<file path="config.mk">
export PLATFORM = sky130hd
export DESIGN_NAME = pipe_stage_reg
export DESIGN_NICKNAME = d
export VERILOG_FILES = /design/src/rtl/pipe_stage_reg.sv
export SDC_FILE = /design/constraint.sdc
export NUM_CORES = 1
export LEC_CHECK = 0
export ABC_AREA = 1
export CAP_MARGIN = 25
export CORE_ASPECT_RATIO = 2
export CORE_MARGIN = 5
export CORE_UTILIZATION = 55
export DETAILED_ROUTE_END_ITERATION = 10
export PLACE_DENSITY = 0.82
export RECOVER_POWER = 100
export SYNTH_ARGS = -nofsm -noshare
export SYNTH_HDL_FRONTEND = slang
export SYNTH_SLANG_ARGS = --single-unit
</file>
<file path="constraint.sdc">
create_clock -name i_clk -period 2.6 [get_ports i_clk]
set_input_delay 0.26 -clock i_clk [delete_from_list [all_inputs] [get_ports i_clk]]
set_output_delay 0.26 -clock i_clk [all_outputs]
set_load 0.01 [all_outputs]
</file>
<file path="src/rtl/pipe_stage_reg.sv">
// Handshaked pipeline stage register with an optional two-entry skid buffer,
// synchronous flush, control-bit masking and saturating stall/bubble counters.
module pipe_stage_reg #(
   parameter int DATA_W = 32,
   parameter int CTRL_W = 7,
   parameter int SKID   = 1,
   parameter int CNT_W  = 16
) (
   input  logic              i_clk,
   input  logic              i_reset,
   input  logic              i_in_valid,
   output logic              o_in_ready,
   input  logic [CTRL_W-1:0] i_in_ctrl,
   input  logic [DATA_W-1:0] i_in_data,
   output logic              o_out_valid,
   input  logic              i_out_ready,
   output logic [CTRL_W-1:0] o_out_ctrl,
   output logic [DATA_W-1:0] o_out_data,
   input  logic              i_flush,
   input  logic              i_cnt_clr,
   output logic [1:0]        o_occupancy,
   output logic [CNT_W-1:0]  o_stall_cnt,
   output logic [CNT_W-1:0]  o_bubble_cnt
);

   localparam logic [CNT_W-1:0] CNT_ONE = {{(CNT_W-1){1'b0}}, 1'b1};

   logic              r_main_valid, r_skid_valid;
   logic [CTRL_W-1:0] r_main_ctrl, r_skid_ctrl;
   logic [DATA_W-1:0] r_main_data, r_skid_data;
   logic [CNT_W-1:0]  r_stall_cnt, r_bubble_cnt;

   logic w_acc, w_pop, w_head_free, w_stall, w_bubble;

   // With the skid buffer, in_ready is registered state only, so the
   // downstream ready never reaches upstream combinationally.
   assign o_in_ready  = (SKID != 0) ? !r_skid_valid : (!r_main_valid | i_out_ready);
   assign w_acc       = i_in_valid & o_in_ready;
   assign w_pop       = r_main_valid & i_out_ready;
   assign w_head_free = !r_main_valid | i_out_ready;
   assign w_stall     = r_main_valid & !i_out_ready;
   assign w_bubble    = !r_main_valid & i_out_ready;

   assign o_out_valid = r_main_valid;
   assign o_out_ctrl  = r_main_valid ? r_main_ctrl : '0;
   assign o_out_data  = r_main_data;
   assign o_occupancy = {1'b0, r_main_valid} + {1'b0, r_skid_valid};
   assign o_stall_cnt  = r_stall_cnt;
   assign o_bubble_cnt = r_bubble_cnt;

   always_ff @(posedge i_clk or negedge i_reset) begin
      if (!i_reset) begin
         r_main_valid <= 1'b0;
         r_main_ctrl  <= '0;
         r_main_data  <= '0;
         r_skid_valid <= 1'b0;
         r_skid_ctrl  <= '0;
         r_skid_data  <= '0;
      end else if (i_flush) begin
         // Payload registers keep their contents; only the valids drop.
         r_main_valid <= 1'b0;
         r_skid_valid <= 1'b0;
      end else if (SKID != 0) begin
         if (r_skid_valid) begin
            if (w_pop) begin
               r_main_valid <= 1'b1;
               r_main_ctrl  <= r_skid_ctrl;
               r_main_data  <= r_skid_data;
               r_skid_valid <= 1'b0;
            end
         end else if (w_acc) begin
            if (w_head_free) begin
               r_main_valid <= 1'b1;
               r_main_ctrl  <= i_in_ctrl;
               r_main_data  <= i_in_data;
            end else begin
               r_skid_valid <= 1'b1;
               r_skid_ctrl  <= i_in_ctrl;
               r_skid_data  <= i_in_data;
            end
         end else if (w_pop) begin
            r_main_valid <= 1'b0;
         end
      end else begin
         if (w_acc) begin
            r_main_valid <= 1'b1;
            r_main_ctrl  <= i_in_ctrl;
            r_main_data  <= i_in_data;
         end else if (w_pop) begin
            r_main_valid <= 1'b0;
         end
      end
   end

   // Counters see pre-edge out_valid/out_ready, flush cycles included.
   always_ff @(posedge i_clk or negedge i_reset) begin
      if (!i_reset) begin
         r_stall_cnt  <= '0;
         r_bubble_cnt <= '0;
      end else if (i_cnt_clr) begin
         r_stall_cnt  <= '0;
         r_bubble_cnt <= '0;
      end else begin
         if (w_stall && !(&r_stall_cnt))
            r_stall_cnt <= r_stall_cnt + CNT_ONE;
         if (w_bubble && !(&r_bubble_cnt))
            r_bubble_cnt <= r_bubble_cnt + CNT_ONE;
      end
   end

endmodule

</file>
Word level (Yosys, flattened, before mapping). Index checks and enable logic that the tools add are counted.

Add/sub/neg operators: 3. Equal/unequal tests: 3. Mux-type cells: 24. Bitwise logic cells: 8. Reduce and logical (&&, ||, !) cells: 17.

Operators by type and width (number): 2-to-1 mux 32 bit (4); 2-to-1 mux 16 bit (4); 2-to-1 mux 7 bit (5); adder 16 x 1 -> 16 bit (second input constant) (2); AND reduction 16 bit (2); 2-to-1 mux 1 bit (11); AND reduction 4 bit (2); nonzero test 2 bit (4); zero test 1 bit (5); bitwise AND 1 bit (4); inequality test 4 x 3 -> 1 bit (second input constant) (1); inequality test 3 x 2 -> 1 bit (second input constant) (1); inverter 1 bit (3); AND reduction 3 bit (1); nonzero test 3 bit (1); adder 1 x 1 -> 2 bit (1); logical AND 1 bit (2); inequality test 2 x 1 -> 1 bit (second input constant) (1); OR 1 bit (1).

Bits in registers: 112. Input port bits: 45. Output and inout bits: 75. Logic and storage cells: 63.

Logic depth before layout (Yosys ltp).
Depth in word-level cells: 6. Depth in mapped cells: 10. Depth with buffers taken out: 9.

Worst setup path after synthesis. OpenSTA, ideal clock, no wires.

Path kind: reg-to-reg. Start: reg r_bubble_cnt[0], in the netlist o_bubble_cnt[0]. End: reg r_bubble_cnt[10], in the netlist o_bubble_cnt[10]. Arrival: 1533 ps. Data required time: 2534 ps. Slack: 1001 ps. Cell stages (with the launch flop): 10. Buffers on the path: 1. Cells stage by stage: dfrtp_1 -> ha_1 -> nand2_1 -> nor2_4 -> nand2_2 -> nor2_4 -> nor2_2 -> buf_2 -> nand4_1 -> nand2_1.

Longest elaborated chain between the ends: 4. Elaborated cells between the ends (all ways): 7. Those cells by class: 1 x add/sub; 2 x mux; 4 x reduce/logical.

RTL lines: start: declaration (RTL line 31) `logic [CNT_W-1:0] r_stall_cnt, r_bubble_cnt;`; start signal: assignment (RTL line 107) `r_bubble_cnt <= r_bubble_cnt + CNT_ONE;`; parallel branches: the longest is 4 deep, another holds adder 16 x 1 -> 16 bit.

Several ways; the timed one is not identified. The select of a mux whose other input is x is not followed. A chain may end at the register's enable or synchronous reset.

Worst setup path in the final report.
Start: reg r_bubble_cnt[0], in the netlist o_bubble_cnt[0]. End: reg r_bubble_cnt[14], in the netlist o_bubble_cnt[14].

The elaborated chain is that of the path after synthesis.

==> flow_metrics.env <==
export IMPL_status="finished clean"
export IMPL_cts_root_buf="clkbuf_16"
export IMPL_max_cap_viol_count=0
export IMPL_totalWireLength_um=14150
export IMPL_postCtsSetupRepairBufs=0
export IMPL_area_growth_pct=28.90
export IMPL_endpoint_kind="flop"
export IMPL_num_rows=51
export IMPL_postLayoutCellArea_mm2=0.007077
export IMPL_r2r_start="o_bubble_cnt[0]"
export IMPL_cts_clk_slew_worst_paths_ns=0.07
export IMPL_p_leak_nw=3.472
export IMPL_critPathRequiredTime_ns=2.88
export IMPL_slowest_delay_ns=0.41
export IMPL_cts_tree="built"
export IMPL_synth_largest_area_cell="dfrtp_1"
export IMPL_syn_mean_instance_area_um2=8.619
export IMPL_gr_total_overflow=0
export IMPL_htreeDepth=3
export IMPL_dp_cells=869
export IMPL_final_nets=797
export IMPL_post_route_period_util_pct=87.85
export IMPL_setup_slack_ns=0.3160
export IMPL_ys_types=22
export IMPL_ys_warn_count=0
export IMPL_syn_num_nets=685
export IMPL_power_mw=4.626
export IMPL_synth_compound_area_share_pct=6.791
export IMPL_crit_start="o_bubble_cnt[0]"
export IMPL_syn_area_mm2=0.005490
export IMPL_gp_congestion=0.9052
export IMPL_grt_max_degree=52
export IMPL_grt_pass1_wl_um=23260
export IMPL_layout_common_cells="nand2_1, dfrtp_1, nor2_1"
export IMPL_diodes=0
export IMPL_maxSlewHeadroom_pct=15.42
export IMPL_die_area_mm2=0.01220
export IMPL_drt_iter0_markers=200
export IMPL_antenna_found_initial=0
export IMPL_dpl_cell_area_mm2=0.006830
export IMPL_critPathMaxFanout=15
export IMPL_crit_chain="ha_1, nand2_1, nor2_1, nand2_1, nor2_1, nor2_2, buf_4, nor2_4, nand2_1, nand2_1"
export IMPL_synth_top_family_by_area="simple AND/OR/NAND/NOR gates"
export IMPL_fin_skew_ns=0.005120
export IMPL_first_pass_iters=5
export IMPL_hold_viol=0
export IMPL_final_common_cell="nand2_1"
export IMPL_core_area_mm2=0.009763
export IMPL_fin_setup_tns_ns=0
export IMPL_post_drt_wl_per_cell_um=15.97
export IMPL_synth_area_leaders="dfrtp_1, nand2_1, mux2_2, nor2_1, o31ai_1"
export IMPL_viasPerCell=5.560
export IMPL_start_kind="flop"
export IMPL_synth_top_area_share_pct=51.05
export IMPL_ant_nets=0
export IMPL_fmax_ghz=0.4378
export IMPL_syn_inst=637
export IMPL_cts_buffer_depth=2
export IMPL_arrival_ns=2.56
export IMPL_drive_gt1_share_pct=10.08
export IMPL_dp_slack_ns=0.4811
export IMPL_cts_sinks=112
export IMPL_p_per_area_mw_per_mm2=653.7
export IMPL_synthAdderAreaFrac_pct=0.6837
export IMPL_fp_dieW_um=80.65
export IMPL_peakVddDrop_mv=0.5717
export IMPL_fillers=737
export IMPL_synthSimpleGateAreaFrac_pct=27.32
export IMPL_hold_class="input pin to asynchronous set/reset pin"
export IMPL_start_util_pct=56.23
export IMPL_vias=4926
export IMPL_slew_violations=0
export IMPL_fin_crit_ns=2.284
export IMPL_cts_made_buffers=9
export IMPL_synth_seq_area_share_pct=51.05
export IMPL_multi_input_area_mm2=0.002371
export IMPL_grt_setup_unrepaired="no"
export IMPL_finalSetupViolCount=0
export IMPL_synthMuxAreaShare_pct=7.999
export IMPL_regArea_mm2=0.002803
export IMPL_io_pins=120
export IMPL_synth_seq_cells=112
export IMPL_die_h_um=151.3
export IMPL_final_cells=886
export IMPL_path_class="flop to flop"
export IMPL_grt_util_all_layers_pct=24.44
export IMPL_cpMostUsedCell="nand2_1"
export IMPL_dp_final_hpwl_um=10190
export IMPL_grt_pass1_vias=4952
export IMPL_cp_slowest_cell="dfrtp_1"
export IMPL_synth_xor_area_share_pct=0.7976
export IMPL_worstSkewPairLatency_ns=0.34
export IMPL_io_buffers=119
export IMPL_worstMarginPinSlew_ns=1.269
export IMPL_drc=0
-- state kept, by name, indices dropped and copies added (netlist names) --
register      cells
r_skid_data      32
o_out_valid       1
r_skid_valid      1
o_out_data       32
o_bubble_cnt     16
r_main_ctrl       7
o_stall_cnt      16
r_skid_ctrl       7
-- layer usage --
layer  share of wire [%]  routed length (µm)  up-vias  global-route usage (%)
met5                   0                   0        -                       0
met4                 3.2                 455        0                   10.49
met3                 5.0                 712       35                   4.107
met2                  55                7788      170                   45.10
met1                  37                5191     2394                   26.94
li1                    -                   -     2327                       -
-- power breakdown --
group	leakage, nW	switching (mW)	internal [mW]
sequential	1.43	0.220	2.09
combinational	1.90	0.431	0.496
clock	0.145	0.615	0.773
total	3.47	1.27	3.36
-- worst max-delay path, delay by kind of cell, from the launching register on --
family / cells / cell delay [ns]
simple gates: 8 / 1.38
flops: 1 / 0.41
fa+ha+maj: 1 / 0.23
buf+inv: 1 / 0.19
-- synthesized netlist by cell type --
cell type	n
nor3_1	3
buf_2	10
nand2_1	171
nand3b_1	2
nand3_1	32
dfrtp_1	112
inv_1	41
inv_2	1
nand4_1	25
a21oi_1	6
o21ai_0	10
ha_1	3
nand2_2	2
buf_6	2
or2_2	2
nor2_4	6
nor2_2	4
nor2_1	105
xor2_1	5
mux2_2	39
o31ai_1	39
clkbuf_1	17
-- cells by family after synthesis --
kind of cell,Yosys count
multiplexers,39
flip-flops,112
AO/OA/AOI/OAI,55
adder cells (fa/ha/maj),3
AND/OR/NAND/NOR,352
buffers and inverters,71
XOR/XNOR,5
-- stage by stage --
step | util, % | hold WS, ns
after CTS | 73.13 | 0.4007
after global routing | 72.48 | 0.4313
after global placement | 69.96 | 0.2203
after floorplan | - | -0.03559
final | 72.48 | 0.3825
after detailed placement | 69.96 | 0.2273
-- area by class of cell --
cell class	instances	share of cell area [%]
timing repair buffer	130	18.10
sequential	112	39.60
multi-input combinational	454	33.50
clock inverter	5	0.7956
clock buffer	11	3.430
inverter	42	2.228
tap	132	2.334
-- timing repair --
| item | in CTS | in global routing |
|---|---|---|
| setup endpoints to repair | 0 | 0 |
| hold buffers | 1 | 0 |
| gates resized for setup | 0 | 0 |
| endpoints found under the hold margin | 30 | 0 |
-- worst paths after layout --
kind	slack [ns]	endpoint	depth (start not counted)
max	0.32	o_bubble_cnt[14]	10
min	0.38	o_out_data[23]	2
max reg2reg	0.32	o_bubble_cnt[14]	10
min reg2reg	0.48	o_out_data[23]	2
max in group asynchronous	0.64	r_skid_data[4]	3
min in group i_clk	0.48	o_out_data[23]	2
Power figures use the tool's default switching activity.
